`config.mk`:
```
export PLATFORM = sky130hd
export DESIGN_NAME = rr_arbiter8
export DESIGN_NICKNAME = d
export VERILOG_FILES = /design/src/rtl/rr_arb_pkg.sv /design/src/rtl/grant_decode3to8.sv /design/src/rtl/rr_arbiter8.sv
export SDC_FILE = /design/constraint.sdc
export NUM_CORES = 1
export LEC_CHECK = 0
export ABC_AREA = 1
export BUFFER_PORTS_ARGS = -buffer_cell sky130_fd_sc_hd__buf_2
export CAP_MARGIN = 20
export CORE_UTILIZATION = 50
export CTS_CLUSTER_DIAMETER = 150
export DETAILED_ROUTE_END_ITERATION = 7
export MAX_ROUTING_LAYER = met4
export PLACE_DENSITY = 0.75
export SLEW_MARGIN = 20
export SYNTH_ARGS = -nofsm -noshare
export SYNTH_HDL_FRONTEND = slang
export SYNTH_SLANG_ARGS = --single-unit
```
`constraint.sdc`:
```
create_clock -name clk -period 1.9 [get_ports clk]
set_clock_uncertainty 0.05 [all_clocks]
set_input_delay 0 -clock clk [delete_from_list [all_inputs] [get_ports clk]]
set_output_delay 0 -clock clk [all_outputs]
set_load 0.005 [all_outputs]
```
`src/rtl/rr_arb_pkg.sv`:
```
// rr_arb_pkg -- shared definitions for the 8-way round-robin arbiter.
//   N_REQ       : number of requesters
//   ID_W        : width of a requester index
//   arb_state_e : arbiter FSM states
//   rr_pick()   : round-robin search helper, returns {found, index}
package rr_arb_pkg;
   localparam int N_REQ = 8;
   localparam int ID_W  = 3;

   typedef enum logic {
      IDLE  = 1'b0,
      GRANT = 1'b1
   } arb_state_e;

   // First set bit of req searching from last+1 upward with wrap.
   // The loop walks from the farthest candidate (last itself) toward the
   // nearest (last+1), so the nearest hit overwrites the result and wins.
   function automatic logic [ID_W:0] rr_pick(input logic [N_REQ-1:0] req,
                                             input logic [ID_W-1:0]  last);
      logic [ID_W:0]   res;
      logic [ID_W-1:0] idx;
      res = '0;
      for (int i = N_REQ; i >= 1; i--) begin
         idx = last + ID_W'(i);
         if (req[idx]) res = {1'b1, idx};
      end
      return res;
   endfunction
endpackage

```
`src/rtl/grant_decode3to8.sv`:
```
// grant_decode3to8 -- 3-to-8 one-hot decoder with enable.
//   idx    : binary index
//   en     : decode enable, output is all-zero when low
//   onehot : one-hot decode of idx
module grant_decode3to8
   import rr_arb_pkg::*;
(
   input  logic [ID_W-1:0]  idx,
   input  logic             en,
   output logic [N_REQ-1:0] onehot
);
   always_comb begin
      onehot = '0;
      if (en) onehot[idx] = 1'b1;
   end
endmodule

```
`src/rtl/rr_arbiter8.sv`:
```
// rr_arbiter8 -- 8-requester round-robin arbiter with a bounded hold time.
//   clk       : clock, all state on rising edge
//   rst       : synchronous active-high reset
//   req       : per-requester request, held while the resource is wanted
//   gnt       : one-hot grant, zero when nobody owns the resource
//   gnt_id    : index of the current or most recent owner
//   gnt_valid : gnt is non-zero
//   timeout   : one-cycle pulse after a grant is revoked by hold expiry
module rr_arbiter8
   import rr_arb_pkg::*;
#(
   parameter int MAX_HOLD = 16
) (
   input  logic             clk,
   input  logic             rst,
   input  logic [N_REQ-1:0] req,
   output logic [N_REQ-1:0] gnt,
   output logic [ID_W-1:0]  gnt_id,
   output logic             gnt_valid,
   output logic             timeout
);
   localparam int HC_W = $clog2(MAX_HOLD);

   arb_state_e      state;
   logic [ID_W-1:0] last_id;
   logic [HC_W-1:0] hold_cnt;
   logic [ID_W:0]   pick;

   assign pick = rr_pick(req, last_id);

   always_ff @(posedge clk) begin
      if (rst) begin
         state    <= IDLE;
         gnt_id   <= 3'd7;
         last_id  <= 3'd7;
         hold_cnt <= '0;
         timeout  <= 1'b0;
      end else begin
         timeout <= 1'b0;
         case (state)
            IDLE: begin
               if (pick[ID_W]) begin
                  state    <= GRANT;
                  gnt_id   <= pick[ID_W-1:0];
                  hold_cnt <= '0;
               end
            end
            GRANT: begin
               // Release takes precedence over expiry: no timeout pulse then.
               if (!req[gnt_id]) begin
                  state   <= IDLE;
                  last_id <= gnt_id;
               end else if (hold_cnt == HC_W'(MAX_HOLD - 1)) begin
                  state   <= IDLE;
                  last_id <= gnt_id;
                  timeout <= 1'b1;
               end else begin
                  hold_cnt <= hold_cnt + 1'b1;
               end
            end
            default: state <= IDLE;
         endcase
      end
   end

   // Grant is decoded from flops only (state, gnt_id): no path from req.
   assign gnt_valid = (state == GRANT);

   grant_decode3to8 u_dec (
      .idx    (gnt_id),
      .en     (gnt_valid),
      .onehot (gnt)
   );
endmodule

```
==> flow_summary_export.csv <==
group,metric,value,unit
outcome,status,"finished with violations",
outcome,violations,"negative setup slack",
timing,setup_violations,8,
floorplanning,die_area,0.00280,sq mm
placed_design,place_area,0.00154,sq mm
floorplanning,row_count,18,
timing,fin_ws,-0.0757,ns
power_and_ir_drop,swShare,53.6,%
synthesis,synthesis.nets,225,
critical_path,endpoint_kind,"flip-flop",
floorplanning,die_w,52.9,microns
synthesis,synth_area,0.00130,sq mm
synthesis,synth_warnings,0,
floorplanning,die_h,52.9,microns
drt,drt-initial-drc-count,49,
synthesis,syn_inst,212,
clocking,cts_buffers,3,
critical_path,critPathKind,"reg -> reg",
placed_design,gp_congestion,0.919,
power_and_ir_drop,ir_drop,0.00139,V
clocking,clk_latency,0.27,ns
drt,drt_drc_violations_left,0,
finish,final_common_cell,"nand2_1",
timing,slew_headroom,82.9,%
finish,drive_above_1_share,46.9,%
floorplanning,coreArea,0.00245,sq mm
critical_path,crit_start,"last_id[0]",
clocking,clkTransAtPathRegs,0.07,ns
placed_design,place_hpwl,2710,microns
min_path,hold_path_class,"in -> reg",
drt,routed_wl,4220,microns
timing,fin_crit,1.98,ns
clocking,htreeDepth,1,
critical_path,critPathLaunchType,"flip-flop",
power_and_ir_drop,intPower,1780,uW
clocking,cts-root-buf,"clkbuf_4",
timing,min_period_over_period,104,%
timing,finalHoldViolations,0,
clocking,clock_sinks,12,
global_route,grt_pass1_vias,1358,
timing,max_slew.worst_pin.slew,0.256,ns
timing,fmax,506,MHz
power_and_ir_drop,power.total,3850,uW
power_and_ir_drop,cellPowerDensity,2050,mW/mm^2
synthesis,ys_seq_elements,12,
floorplanning,initial_utilization,52.8,%
global_route,grt_pass1_wl,5700,microns
finish,fin_area,0.00188,sq mm
clocking,clockBufferDepth,2,
power_and_ir_drop,p_leak,0.000927,uW
drt,drt-vias-per-instance,5.50,
global_route,overflow,0,
synthesis,seq_area_frac_synth,18.5,%
global_route,grt_max_degree,10,
critical_path,crit_arrival,2.14,ns
job,drv_cap,0,
synthesis,synth_area_per_cell,6.11,sq um
clocking,cts_tree,"done",
finish,mostFrequentLayoutCells,"nand2_1 (48), buf_4 (22), buf_2 (22)",
global_route,antenna_found_initial,0,
critical_path,worstPathRequired,2.06,ns
synthesis,ys_types,28,
min_path,hp-start,"req[4]",
drt,wl_per_cell,14.7,microns
floorplanning,pin_count,23,
power_and_ir_drop,seq_power_share,11.1,%
power_and_ir_drop,clockPowerShare,5.3,%
drt,ant_nets,0,
finish,nNetsFinal,272,
timing,grt_setup_unrepaired,"true",
drt,via_count,1585,
critical_path,path_max_fanout,6,
global_route,track_usage,28.5,%
finish,areaGrowthSynthToFinish,45.1,%
power_and_ir_drop,combPwrFrac,83.6,%
power_and_ir_drop,power_switching,2060,uW
timing,maxSlewViolCount,0,
critical_path,reg2reg_from,"last_id[0]",
drt,firstDrtPassIters,4,
placed_design,io_buffers,22,
finish,antenna_cells,0,
[Yosys cell counts, drive strengths merged]
master  number  area share [%]
xnor2        2             2.8
nand2       63              20
ha           3             2.9
nand4        1            0.48
o211ai       3             1.7
inv         28             8.7
xor2         2             2.8
buf          4             3.5
o21ai       10             4.4
clkbuf       1            0.29
o22ai        1            0.48
nor2        22             7.0
dfxtp       12              19
a21oi       15             5.8
a31oi        1            0.48
nand3       43              20
nor4         1            0.48
[final cells by class]
| class | instances | area, sq um |
|---|---|---|
| multi-input cells | 167 | 1120 |
| clock buffers | 4 | 36.3 |
| flip-flops and latches | 12 | 248 |
| inverters | 28 | 123 |
| repair buffers | 47 | 317 |
| well taps | 30 | 37.5 |
| fillers | 192 | 574 |
[per-layer routing]
metal	vias to the layer above	part of all wire (%)	global-route usage (%)
met5	-	0	-
met4	0	3.6	6.58
met3	20	4.1	0.862
met2	67	52	54.4
met1	705	41	32.6
li1	793	-	-
[cell families after synthesis]
| group | share of synthesized area [%] |
|---|---|
| and+or+nand+nor | 47.6 |
| AOI/OAI and AO/OA | 12.9 |
| DFF | 18.5 |
| adders and majority gates | 2.90 |
| buffers and inverters | 12.5 |
| xor gates and xnor gates | 5.60 |
[power groups by stage]
stage          sequential (uW)  combinational [uW]  clock [uW]
3_5_place_dp               419                2420           0
4_1_cts                    420                2630         204
5_1_grt                    437                3500         212
6_report                   427                3220         203
3_3_place_gp               417                2410           0
2_1_floorplan              392                1790           0
[worst paths after layout]
check,to,depth (start not counted),slack (ns)
worst max-delay path,hold_cnt[3],12,-0.08
worst min-delay path,timeout,5,0.24
worst max register to register,hold_cnt[3],12,-0.08
worst min register to register,hold_cnt[0],1,0.46
[critical path, stage by stage (launching register included)]
cell,delay [ns]
dfxtp_4,0.38
inv_4,0.04
ha_4,0.30
inv_8,0.11
nand3_4,0.09
nand3_2,0.12
nand2_2,0.07
inv_2,0.06
nand4_1,0.13
o21ai_4,0.21
buf_6,0.15
nand3_1,0.07
a21oi_1,0.13
[stage by stage]
step | setup TNS, ns | utilization [%] | setup WS (ns) | cells | hold slack [ns]
after floorplan | 0 | - | 0.0474 | 212 | 0.234
after global placement | -0.117 | 62.7 | -0.0327 | 275 | 0.230
after detailed placement | -0.361 | 62.7 | -0.0661 | 275 | 0.227
after CTS | 0 | 67.6 | 0.00670 | 286 | 0.206
after global routing | -1.27 | 76.6 | -0.181 | 288 | 0.274
final | -0.382 | 76.6 | -0.0757 | 288 | 0.244
[flip-flops by register name (all words and copies together) (netlist names)]
register and cells:
last_id 3, hold_cnt 4, timeout 1, gnt_id 3, gnt_valid 1
[timing repair]
item | 4_1_cts | 5_1_grt
cloned | 1 | 0
endpoints found under the setup margin | 8 | 8
buffers inserted | 5 | 2
pin swaps | 5 | 14
hold endpoints to repair | 8 | 0
hold buffers | 1 | 0
resized for setup | 9 | 47
(Power assumes the default switching activity.)
